--- config.mk ---
export PLATFORM = sky130hd
export DESIGN_NAME = cac_decoder_7_seq
export DESIGN_NICKNAME = d
export VERILOG_FILES = /design/src/rtl/cac_decoder_7_seq_pkg.sv /design/src/rtl/cac_decoder_7_seq_weight_sel.sv /design/src/rtl/cac_decoder_7_seq.sv
export SDC_FILE = /design/constraint.sdc
export NUM_CORES = 1
export LEC_CHECK = 0
export CAP_MARGIN = 20
export CORE_MARGIN = 2
export CORE_UTILIZATION = 49
export DETAILED_ROUTE_END_ITERATION = 12
export PLACE_DENSITY = 0.84
export SETUP_SLACK_MARGIN = 0.5
export SLEW_MARGIN = 40
export SYNTH_ARGS = -nofsm -noshare
export SYNTH_HDL_FRONTEND = slang
export SYNTH_SLANG_ARGS = --single-unit
export TNS_END_PERCENT = 50
--- constraint.sdc ---
create_clock -name clock -period 4.1 [get_ports clock]
set_input_delay 0.615 -clock clock [delete_from_list [all_inputs] [get_ports clock]]
set_output_delay 0.615 -clock clock [all_outputs]
set_load 0.02 [all_outputs]
--- src/rtl/cac_decoder_7_seq_pkg.sv ---
// Shared constants for the 7-wire FNS crosstalk-avoidance decoder: Fibonacci
// weight widths, accumulator sizing and the decoder state encoding.
package cac_decoder_7_seq_pkg;

    localparam int BLEN_07   = 5;
    localparam int FNSLEN_02 = 1;
    localparam int FNSLEN_03 = 2;
    localparam int FNSLEN_04 = 2;
    localparam int FNSLEN_05 = 3;
    localparam int FNSLEN_06 = 4;
    localparam int FNSLEN_07 = 4;
    localparam int FNSLEN_08 = 5;

    // One spare bit so that the all-ones codeword cannot wrap the sum.
    localparam int ACC_W = FNSLEN_08 + 1;

    typedef enum logic [1:0] {
        ST_IDLE = 2'd0,
        ST_ACC  = 2'd1,
        ST_DONE = 2'd2
    } dec_state_e;

    function automatic logic acc_ovf(input logic [ACC_W-1:0] acc);
        return |acc[ACC_W-1:BLEN_07];
    endfunction

endpackage

--- src/rtl/cac_decoder_7_seq_weight_sel.sv ---
// Combinational Fibonacci weight selector: maps a codeword bit index to its
// weight, zero-extended to accumulator width.
module fns_weight_sel_7
    import cac_decoder_7_seq_pkg::*;
(
    input  logic [2:0]           idx,
    input  logic [FNSLEN_02-1:0] FNS02,
    input  logic [FNSLEN_03-1:0] FNS03,
    input  logic [FNSLEN_04-1:0] FNS04,
    input  logic [FNSLEN_05-1:0] FNS05,
    input  logic [FNSLEN_06-1:0] FNS06,
    input  logic [FNSLEN_07-1:0] FNS07,
    output logic [ACC_W-1:0]     weight
);

    // Weight lookup; bit 0 always carries weight 1.
    always_comb begin
        weight = {ACC_W{1'b0}};
        case (idx)
            3'd6:    weight = {{(ACC_W-FNSLEN_07){1'b0}}, FNS07};
            3'd5:    weight = {{(ACC_W-FNSLEN_06){1'b0}}, FNS06};
            3'd4:    weight = {{(ACC_W-FNSLEN_05){1'b0}}, FNS05};
            3'd3:    weight = {{(ACC_W-FNSLEN_04){1'b0}}, FNS04};
            3'd2:    weight = {{(ACC_W-FNSLEN_03){1'b0}}, FNS03};
            3'd1:    weight = {{(ACC_W-FNSLEN_02){1'b0}}, FNS02};
            3'd0:    weight = {{(ACC_W-1){1'b0}}, 1'b1};
            default: weight = {ACC_W{1'b0}};
        endcase
    end

endmodule

--- src/rtl/cac_decoder_7_seq.sv ---
// Sequential 7-wire FNS CAC decoder: accepts a codeword, sums its Fibonacci
// weights one bit per cycle MSB first, and holds the result until taken.
module cac_decoder_7_seq
    import cac_decoder_7_seq_pkg::*;
#(
    parameter int NBIT = 7
) (
    input  logic                 clock,
    input  logic                 rst_n,
    input  logic [NBIT-1:0]      code_in,
    input  logic                 in_valid,
    output logic                 in_ready,
    input  logic [FNSLEN_02-1:0] FNS02,
    input  logic [FNSLEN_03-1:0] FNS03,
    input  logic [FNSLEN_04-1:0] FNS04,
    input  logic [FNSLEN_05-1:0] FNS05,
    input  logic [FNSLEN_06-1:0] FNS06,
    input  logic [FNSLEN_07-1:0] FNS07,
    output logic [BLEN_07-1:0]   data_out,
    output logic                 ovf,
    output logic                 out_valid,
    input  logic                 out_ready
);

    localparam logic [2:0] IDX_START = 3'(NBIT - 1);

    dec_state_e        state_q, state_d;
    logic [ACC_W-1:0]  acc_q, acc_d;
    logic [2:0]        idx_q, idx_d;
    logic [NBIT-1:0]   code_q, code_d;
    logic              in_ready_q, in_ready_d;
    logic              out_valid_q, out_valid_d;
    logic              ovf_q, ovf_d;
    logic [ACC_W-1:0]  weight_s;

    fns_weight_sel_7 u_weight_sel (
        .idx    (idx_q),
        .FNS02  (FNS02),
        .FNS03  (FNS03),
        .FNS04  (FNS04),
        .FNS05  (FNS05),
        .FNS06  (FNS06),
        .FNS07  (FNS07),
        .weight (weight_s)
    );

    // Next-state, accumulation and registered-output decode.
    always_comb begin
        state_d = state_q;
        acc_d   = acc_q;
        idx_d   = idx_q;
        code_d  = code_q;
        case (state_q)
            ST_IDLE: begin
                if (in_valid && in_ready_q) begin
                    code_d  = code_in;
                    acc_d   = {ACC_W{1'b0}};
                    idx_d   = IDX_START;
                    state_d = ST_ACC;
                end else begin
                    state_d = ST_IDLE;
                end
            end
            ST_ACC: begin
                acc_d = acc_q + (code_q[idx_q] ? weight_s : {ACC_W{1'b0}});
                if (idx_q == 3'd0) begin
                    state_d = ST_DONE;
                end else begin
                    idx_d = idx_q - 3'd1;
                end
            end
            ST_DONE: begin
                if (out_ready) begin
                    state_d = ST_IDLE;
                end else begin
                    state_d = ST_DONE;
                end
            end
            default: begin
                state_d = ST_IDLE;
            end
        endcase
        // Handshake flags follow the next state so both are true flops.
        in_ready_d  = (state_d == ST_IDLE);
        out_valid_d = (state_d == ST_DONE);
        ovf_d       = acc_ovf(acc_d);
    end

    // State and datapath registers, cleared asynchronously.
    always_ff @(posedge clock or negedge rst_n) begin
        if (!rst_n) begin
            state_q     <= ST_IDLE;
            acc_q       <= {ACC_W{1'b0}};
            idx_q       <= 3'd0;
            code_q      <= {NBIT{1'b0}};
            in_ready_q  <= 1'b0;
            out_valid_q <= 1'b0;
            ovf_q       <= 1'b0;
        end else begin
            state_q     <= state_d;
            acc_q       <= acc_d;
            idx_q       <= idx_d;
            code_q      <= code_d;
            in_ready_q  <= in_ready_d;
            out_valid_q <= out_valid_d;
            ovf_q       <= ovf_d;
        end
    end

    assign in_ready  = in_ready_q;
    assign out_valid = out_valid_q;
    assign data_out  = acc_q[BLEN_07-1:0];
    assign ovf       = ovf_q;

endmodule

==> results.md <==
- TritonCTS clock tree: built
- Hpwl dp: 2000 um
- Post-synthesis compound-gate area fraction: 0.165
- Initial core utilization: 0.520
- Mapped cell area: 0.00115 mm2
- Per-cell routed wire length: 14.3 um
- Longest Clk Path Bufs: 2
- Min cycle time layout: 2.85 ns
- Post-synth ARST share: 1.00
- Max VDD drop: 0.518 mV
- Status: finished clean
- Max Cap Viol: 0
- Post-synthesis simple-gate area fraction: 0.214
- Die X: 52.5 um
- Number of remaining DRC errors: 0
- R2r startpoint: idx_q[0]$_DFFE_PN0P_
- Register share of total power: 0.352
- Die area: 0.00275 mm2
- Clk slew on worst S/H paths: 0.11 ns
- # hold bufs at CTS: 0
- Total net switching power: 0.447 mW
- Cell taking the most area after synthesis: dfrtp_1
- Crit path kind: reg2reg
- Post-synthesis register bit count: 20
- RD Place Congestion: 0.791
- HP Class: in2async
- Fin nets: 196
- Diodes inserted: 0
- Vias in the first global route: 1,060
- Logic pwr share: 0.539
- First-pass GRT wire length: 4370 um
- Mapped Avg Cell Area: 9.28 um2
- Post-synth cell types: 30
- Worst EP required: 4.31 ns
- Clock sinks: 20
- PD cells: 670 mW/mm2
- Number of flops mapped to enable cells by yosys: 0
- Setup Buffers After CTS: 0
- Slew @ Worst Pin: 0.524 ns
- Clock Power Share: 0.110
- 1st-pass router iterations: 4
- Post-Synth XOR/XNOR Area: 0.00761
- Tcrit/Tclk final: 0.696
- Pins Over Slew Limit: 0
- Max Clock Freq: 0.351 GHz
- Area delta synth->final: 33.7%
- RSZ-0062 raised after global routing: no
- Critical Path Source Type: register
- Die height: 52.5 um
- Pleak: 0.710 nW
- Main area contributors after synthesis: dfrtp_1, nand2_1, ha_1
- Max-slew headroom: 0.650
- Maximum number of pins on one net before global-route repair: 21
- Antenna viol nets, final: 0
- Mapped Cells: 124
- Syn Nets: 161
- Via total after detailed routing: 1,031
- Synth Area in Adders: 0.115
- Reg2reg path depth: 12
- Mux contribution to synthesized area: 0.0370
- CTS Buf Count: 3
- RR Endpoint: acc_q[4]$_DFFE_PN0P_
- WHS: 0.241 ns
- Switching Share: 0.433
- Total negative slack: 0 ns
- Std cell rows: 17
- Synth Flop Type: dfrtp_1
- P_int: 0.585 mW
- Core area: 0.00221 mm2
- Layout cell share with drive strength beyond 1: 0.0443
- Worst-case clock skew: 0.00456 ns
- Largest fanout on the critical path: 8
- Drt initial violations: 14
- FILL cells: 189
- # setup viols final: 0
- Synthesis Warnings: 0
- Total global-route track usage: 0.216
- I/O Pins: 35
- Top cell type's share of synthesized area: 0.435
- # H-tree levels: 1
- Post_cts resized: 0
- Critical Path Sink: acc_q[4]$_DFFE_PN0P_
- Drt via density: 5.54
- Post-synthesis sequential area ratio: 0.435
- CP Launch Point: idx_q[0]$_DFFE_PN0P_
- Crit. End Element: register
- Arr. time, crit path: 3.07 ns
- Largest family of logic cells by synthesized area: simple AND/OR/NAND/NOR gates
- Remaining Overflow, GRT: 0
- Endpoints failing hold: 0
- Initial antenna violation count: 0
- Root Driver: clkbuf_4
- Setup slack, reg-to-reg: 1.25 ns
- Total wire length: 2650 um
- Clk Latency, worst-skew pair: 0.30 ns
- IO Port Bufs: 34
==> metal layers <==
metal | GRT usage | routed length, um
met3 | 0.0314 | 159
met1 | 0.261 | 1220
met5 | 0 | 0
met4 | 0.103 | 48
met2 | 0.375 | 1220
==> critical path: stages (launching register included) <==
cell	delay (ns)
dfrtp_1	0.54
inv_1	0.14
ha_1	0.31
nor3_1	0.23
o21ai_0	0.14
o211ai_2	0.10
nor2_1	0.08
ha_1	0.21
fa_1	0.41
a21o_1	0.18
a21oi_1	0.23
o211ai_1	0.11
o31ai_1	0.09
==> per-stage QoR <==
stage | setup WS [ns] | power, mW | cells | utilization | instance area, um2
finish | 1.25 | 1.03 | 186 | 0.696 | 1540
global placement | 1.27 | 0.890 | 182 | 0.682 | 1510
CTS | 1.25 | 1.04 | 186 | 0.696 | 1540
detailed placement | 1.24 | 0.921 | 182 | 0.679 | 1500
floorplan | 1.64 | 0.747 | 124 | - | 1150
global route | 1.02 | 1.12 | 186 | 0.696 | 1540
==> worst min-delay path by stage <==
stage               slack [ns]                   from                     to
global route              0.27                  rst_n   acc_q[4]$_DFFE_PN0P_
detailed placement        0.47  code_q[1]$_DFFE_PN0P_  code_q[1]$_DFFE_PN0P_
finish                    0.24                  rst_n   acc_q[4]$_DFFE_PN0P_
floorplan                 0.32                  rst_n   acc_q[0]$_DFFE_PN0P_
global placement          0.46  code_q[2]$_DFFE_PN0P_  code_q[2]$_DFFE_PN0P_
CTS                       0.26                  rst_n   acc_q[4]$_DFFE_PN0P_
==> cell usage after synthesis (2+ instances only) <==
| cell | number |
|---|---|
| nor2_1 | 8 |
| ha_1 | 9 |
| a22oi_1 | 4 |
| dfrtp_1 | 20 |
| nand3b_1 | 2 |
| inv_1 | 3 |
| o21ai_0 | 9 |
| a211oi_1 | 2 |
| o211ai_1 | 3 |
| o31ai_1 | 2 |
| buf_2 | 3 |
| nand3_1 | 4 |
| nand2_1 | 32 |
| and3_1 | 3 |
| nand2b_1 | 2 |
| nor3_1 | 3 |
| mux2i_1 | 2 |
==> state kept, by name, summed over array words and instances (netlist names) <==
name / flops
state_q: 2
acc_q: 6
idx_q: 3
in_ready: 1
code_q: 7
out_valid: 1
==> layout make-up <==
| type | instances | area [um2] | area share |
|---|---|---|---|
| clock buffers | 4 | 36.3 | 0.0236 |
| inverters | 3 | 11.3 | 0.00732 |
| multi-input cells | 97 | 621 | 0.403 |
| flip-flops and latches | 20 | 500 | 0.325 |
| well taps | 28 | 35.0 | 0.0228 |
| repair buffers | 34 | 335 | 0.218 |
==> power by group through the flow <==
stage,Combinational [mW],Clock (mW),Sequential [mW]
global route,0.621,0.121,0.376
global placement,0.530,0,0.360
finish,0.556,0.113,0.363
CTS,0.557,0.116,0.363
detailed placement,0.553,0,0.368
floorplan,0.379,0,0.368
==> cell usage in the layout, fill, tap and decap left out, drive strengths merged <==
cell	count
a221oi	1
mux2i	2
a32o	1
clkbuf	4
o211ai	4
nor3b	1
xnor2	1
mux4	1
nand2b	2
clkdlybuf4s50	33
a21o	1
buf	1
and3	3
a22oi	4
nand3	4
o21ai	9
a222oi	1
and2b	1
inv	3
a211o	1
o31ai	2
ha	9
a21oi	1
fa	1
nor2	8
dfrtp	20
nor3	3
nand3b	2
a211oi	2
nand2	32
==> kinds of logic (layout without fill, tap and decap cells) <==
| group | after synthesis | after routing |
|---|---|---|
| xor+xnor | 1 | 1 |
| mux | 3 | 3 |
| fa+ha+maj | 10 | 10 |
| buf+inv | 7 | 41 |
| simple gates | 56 | 56 |
| flops | 20 | 20 |
| compound gates | 27 | 27 |
(Power assumes the default switching activity.)
